### config.mk
export PLATFORM = sky130hd
export DESIGN_NAME = fizzbuzz_sequencer
export DESIGN_NICKNAME = d
export VERILOG_FILES = /design/src/rtl/fizzbuzz_sequencer.sv
export SDC_FILE = /design/constraint.sdc
export NUM_CORES = 1
export LEC_CHECK = 0
export CORE_MARGIN = 2
export CORE_UTILIZATION = 35
export DETAILED_ROUTE_END_ITERATION = 10
export GPL_TIMING_DRIVEN = 1
export PLACE_DENSITY_LB_ADDON = 0.25
export SLEW_MARGIN = 20
export SYNTH_ARGS = -nofsm -noshare
export SYNTH_HDL_FRONTEND = slang
export SYNTH_SLANG_ARGS = --single-unit
### constraint.sdc
create_clock -name clk -period 4.2 [get_ports clk]
set_input_delay 1.05 -clock clk [delete_from_list [all_inputs] [get_ports clk]]
set_output_delay 1.05 -clock clk [all_outputs]
set_load 0.03 [all_outputs]
### src/rtl/fizzbuzz_sequencer.sv
// Configurable fizz/buzz run controller: holds divisor/length config and streams
// one classified index per accepted valid/ready transfer.
module fizzbuzz_sequencer #(
  parameter int unsigned W        = 8,
  parameter int unsigned FIZZ_DEF = 3,
  parameter int unsigned BUZZ_DEF = 5,
  parameter int unsigned LEN_DEF  = 100
) (
  input  logic         clk,
  input  logic         reset,
  input  logic         cfg_valid,
  input  logic [W-1:0] cfg_fizz,
  input  logic [W-1:0] cfg_buzz,
  input  logic [W-1:0] cfg_len,
  output logic         cfg_ready,
  input  logic         start,
  input  logic         abort,
  output logic         out_valid,
  input  logic         out_ready,
  output logic [W-1:0] out_idx,
  output logic [1:0]   out_code,
  output logic         out_last,
  output logic         busy,
  output logic         done
);

  typedef enum logic [1:0] {
    S_IDLE = 2'd0,
    S_RUN  = 2'd1,
    S_DONE = 2'd2
  } state_e;

  state_e       state_q, state_d;
  logic [W-1:0] fizz_div_q, fizz_div_d;
  logic [W-1:0] buzz_div_q, buzz_div_d;
  logic [W-1:0] len_q, len_d;
  logic [W-1:0] idx_q, idx_d;
  logic [W-1:0] fizz_cnt_q, fizz_cnt_d;
  logic [W-1:0] buzz_cnt_q, buzz_cnt_d;

  logic last_c;
  logic xfer_c;
  logic cfg_we_c;

  assign last_c   = (idx_q == len_q - W'(1));
  assign xfer_c   = (state_q == S_RUN) && out_ready;
  assign cfg_we_c = cfg_valid && (state_q == S_IDLE);

  // State register
  always_ff @(posedge clk or posedge reset) begin
    if (reset) begin
      state_q <= S_IDLE;
    end else begin
      state_q <= state_d;
    end
  end

  // Next-state logic; abort outranks the end-of-run transfer
  always_comb begin
    state_d = state_q;
    unique case (state_q)
      S_IDLE: if (start) state_d = S_RUN;
      S_RUN: begin
        if (abort) begin
          state_d = S_IDLE;
        end else if (xfer_c && last_c) begin
          state_d = S_DONE;
        end
      end
      S_DONE:  state_d = S_IDLE;
      default: state_d = S_IDLE;
    endcase
  end

  // Output decode
  always_comb begin
    cfg_ready = (state_q == S_IDLE);
    out_valid = (state_q == S_RUN);
    busy      = (state_q != S_IDLE);
    done      = (state_q == S_DONE);
    out_idx   = idx_q;
    out_code  = {(buzz_cnt_q == '0), (fizz_cnt_q == '0)};
    out_last  = out_valid && last_c;
  end

  // Config and counter next values; zero-valued fields are stored as 1
  always_comb begin
    fizz_div_d = fizz_div_q;
    buzz_div_d = buzz_div_q;
    len_d      = len_q;
    idx_d      = idx_q;
    fizz_cnt_d = fizz_cnt_q;
    buzz_cnt_d = buzz_cnt_q;
    if (cfg_we_c) begin
      fizz_div_d = (cfg_fizz == '0) ? W'(1) : cfg_fizz;
      buzz_div_d = (cfg_buzz == '0) ? W'(1) : cfg_buzz;
      len_d      = (cfg_len  == '0) ? W'(1) : cfg_len;
    end
    if ((state_q == S_IDLE) && start) begin
      idx_d      = '0;
      fizz_cnt_d = '0;
      buzz_cnt_d = '0;
    end else if (xfer_c && !last_c && !abort) begin
      idx_d      = idx_q + W'(1);
      fizz_cnt_d = (fizz_cnt_q == fizz_div_q - W'(1)) ? '0 : fizz_cnt_q + W'(1);
      buzz_cnt_d = (buzz_cnt_q == buzz_div_q - W'(1)) ? '0 : buzz_cnt_q + W'(1);
    end
  end

  always_ff @(posedge clk or posedge reset) begin
    if (reset) begin
      fizz_div_q <= W'(FIZZ_DEF);
      buzz_div_q <= W'(BUZZ_DEF);
      len_q      <= W'(LEN_DEF);
      idx_q      <= '0;
      fizz_cnt_q <= '0;
      buzz_cnt_q <= '0;
    end else begin
      fizz_div_q <= fizz_div_d;
      buzz_div_q <= buzz_div_d;
      len_q      <= len_d;
      idx_q      <= idx_d;
      fizz_cnt_q <= fizz_cnt_d;
      buzz_cnt_q <= buzz_cnt_d;
    end
  end

endmodule

==> results.py <==
metrics = {
    "cts": {
        "cts_tree": "yes",
        "cts_setup_buffers": 0,
        "path_clk_slew_ps": 80,
        "post_cts_resized": 0,
        "cts-buffers-inserted": 5,
        "cts_hold_buf": 0,
        "clkSinkCount": 50,
        "worstSkewPairLatency_ps": 300,
        "htree_levels": 2,
        "cts_root_buf": "clkbuf_8",
        "clockBufferDepth": 2,
    },
    "global_route": {
        "grt_start_max_net_pins": 32,
        "grt.total_usage_pct": 14.8,
        "grt_pass1_wl_mm": 12.0,
        "grt_pass1_vias": 2439,
        "antenna_found_initial": 0,
        "grt-ovfl-total": 0,
    },
    "routing": {
        "detail-route-antenna-nets": 0,
        "drtPass1Iterations": 4,
        "via_per_inst": 5.25,
        "vias": 2536,
        "routed_wl_mm": 7.19,
        "routedWlPerCell_um": 14.9,
        "drt-initial-drc-count": 114,
        "drc": 0,
    },
    "min_path": {
        "hold_end": "len_q[7]",
        "min-delay-start": "len_q[7]",
        "min_path_cells": 1,
        "hold_path_class": "flop to flop",
    },
    "sta": {
        "drv_slew": 0,
        "setup_tns_ps": 0,
        "fmaxAchievable_mhz": 252,
        "setup_violations": 0,
        "fin_crit_ps": 3970,
        "hold_viol_final": 0,
        "max_slew_margin_pct": 54.5,
        "timing.final.crit_share_pct": 94.5,
        "whs_ps": 530,
        "clock_skew_ps": 6.86,
        "rsz0062_at_grt": "no",
        "tightest_slew_ps": 681,
    },
    "run_status": {
        "outcome": "completed",
    },
    "power": {
        "ir_drop_uv": 166,
        "p_leak_nw": 1.57,
        "power_density_nw_per_um2": 386,
    },
    "layout": {
        "area_delta_synth_final_pct": 18.7,
        "layout.nets": 409,
        "final_util_pct": 42.4,
        "fin_area_um2": 3880,
        "n_antenna_cell": 0,
        "final_common_cell": "clkdlybuf4s50_1",
        "drive_gt1_share_pct": 15.3,
        "most-common-layout-cells": "clkdlybuf4s50_1 (44), dfrtp_1 (43), nand2_1 (26), nor2_1 (19)",
    },
    "logic_synthesis": {
        "syn-num-nets": 371,
        "post-synth-top-area-cell": "dfrtp_1",
        "synth_ff_type": "dfrtp_1",
        "synth_area_um2": 3270,
        "synth_edf_count": 0,
        "netlist.area_leader.share_pct": 32.9,
        "synth_cells": 333,
        "synth_seq_area_share_pct": 38.5,
        "ys_ff_latch": 50,
        "synthArstFlopShare_pct": 100,
        "avgSynthCellArea_um2": 9.83,
        "synth_area_leaders": "dfrtp_1 (33%), mux2_2 (6.2%), dfstp_2 (5.6%)",
        "yosysWarnings": 0,
        "yosysUniqueCellTypes": 65,
    },
    "placement": {
        "dpl_cell_area_um2": 3790,
        "globalplace.congestion": 0.812,
        "place_hpwl_mm": 5.43,
        "io_buffer_count": 44,
    },
    "worst_setup_path": {
        "r2r-start": "len_q[0]",
        "timing.rr.end": "buzz_cnt_q[5]",
        "critical_path_class": "flop to primary output",
        "rrSetupSlack_ps": 1520,
        "arrival_ps": 2920,
        "cp.required_ps": 3150,
        "worstSetupEndpointType": "primary output",
        "critPathMaxFanout": 8,
        "cp-start-kind": "flop",
        "r2r_cells": 10,
    },
    "die": {
        "die_y_um": 101,
        "fp.coreArea_um2": 9150,
        "die_x_um": 101,
        "dieArea_um2": 10100,
        "start_util_pct": 35.8,
        "ios": 45,
        "rows": 35,
    },
    "flow_run": {
        "cap_violations": 0,
    },
}
==> cell type report <==
cell class	count	area (um^2)
sequential	50	1260
clock inverter	1	5.00
timing repair buffer	48	470
fill	887	5270
multi-input combinational	247	1850
tap	111	139
inverter	19	71.3
clock buffer	7	86.3
==> worst max-delay path by stage <==
stage | from | cells past startpoint | slack, ps | end
CTS | len_q[0] | 10 | 210 | out_last
detailed placement | len_q[0] | 10 | 570 | out_last
global route | len_q[0] | 10 | 10 | out_last
global placement | len_q[0] | 10 | 600 | out_last
floorplan | len_q[0] | 9 | 960 | out_last
finish | len_q[0] | 10 | 230 | out_last
==> synthesized netlist by cell type (2+ instances only) <==
cell type	instances
a2111oi_4	3
a211o_1	2
a211oi_1	2
a21o_1	5
a21oi_1	5
a22oi_1	2
a2bb2oi_1	3
and2_1	3
and3_1	4
buf_2	2
buf_4	2
buf_6	2
clkbuf_1	10
dfrtp_1	43
dfstp_2	7
ha_1	8
inv_1	19
mux2_2	18
mux2i_1	8
nand2_1	26
nand2b_1	3
nand3_1	18
nand3b_1	3
nand4_1	5
nor2_1	19
nor2b_1	4
nor3_1	9
nor3b_1	5
nor4_1	6
nor4_2	3
o21ai_0	11
o21bai_1	2
o22ai_1	3
o2bb2ai_1	3
or4_1	3
or4_4	2
or4b_2	2
xnor2_1	18
xor2_1	14
==> per-stage QoR <==
stage / setup slack [ps] / std cells / power [mW]
global placement: 597 / 475 / 1.21
floorplan: 956 / 333 / 1.07
detailed placement: 566 / 475 / 1.22
global route: 10.6 / 483 / 1.60
finish: 232 / 483 / 1.50
CTS: 212 / 483 / 1.52
==> metal layers <==
| layer | GRT usage, % | vias up | share of wire (%) |
|---|---|---|---|
| met2 | 24.8 | 42 | 48 |
| met3 | 1.87 | 5 | 2.6 |
| met4 | 3.48 | 0 | 0.83 |
| li1 | - | 1273 | - |
| met5 | 0 | - | 0 |
| met1 | 20.3 | 1216 | 49 |
==> logic make-up after synthesis <==
kind of cell	synth area share, %
flops	38.5
buf+inv	4.89
fa+ha+maj	3.06
mux	8.64
simple gates	20.7
xor+xnor	8.56
compound gates	15.6
==> state kept, by name (all words and copies together) (netlist names) <==
name and flops:
fizz_div_q 8, buzz_cnt_q 8, fizz_cnt_q 8, len_q 8
out_idx 8, state_q 2, buzz_div_q 8
==> where the power goes <==
part	switching, mW	internal, mW
clock	0.158	0.133
sequential	0.105	0.565
combinational	0.274	0.263
==> critical path, cell delays in order, from the launching register on <==
cell,delay (ps)
dfrtp_1,440
inv_1,80
ha_1,300
nand2b_1,180
nand3_1,80
o21ai_0,130
a2111oi_4,320
buf_4,210
nand2_1,80
nor2_1,120
clkdlybuf4s50_1,690
Power figures use the tool's default switching activity.
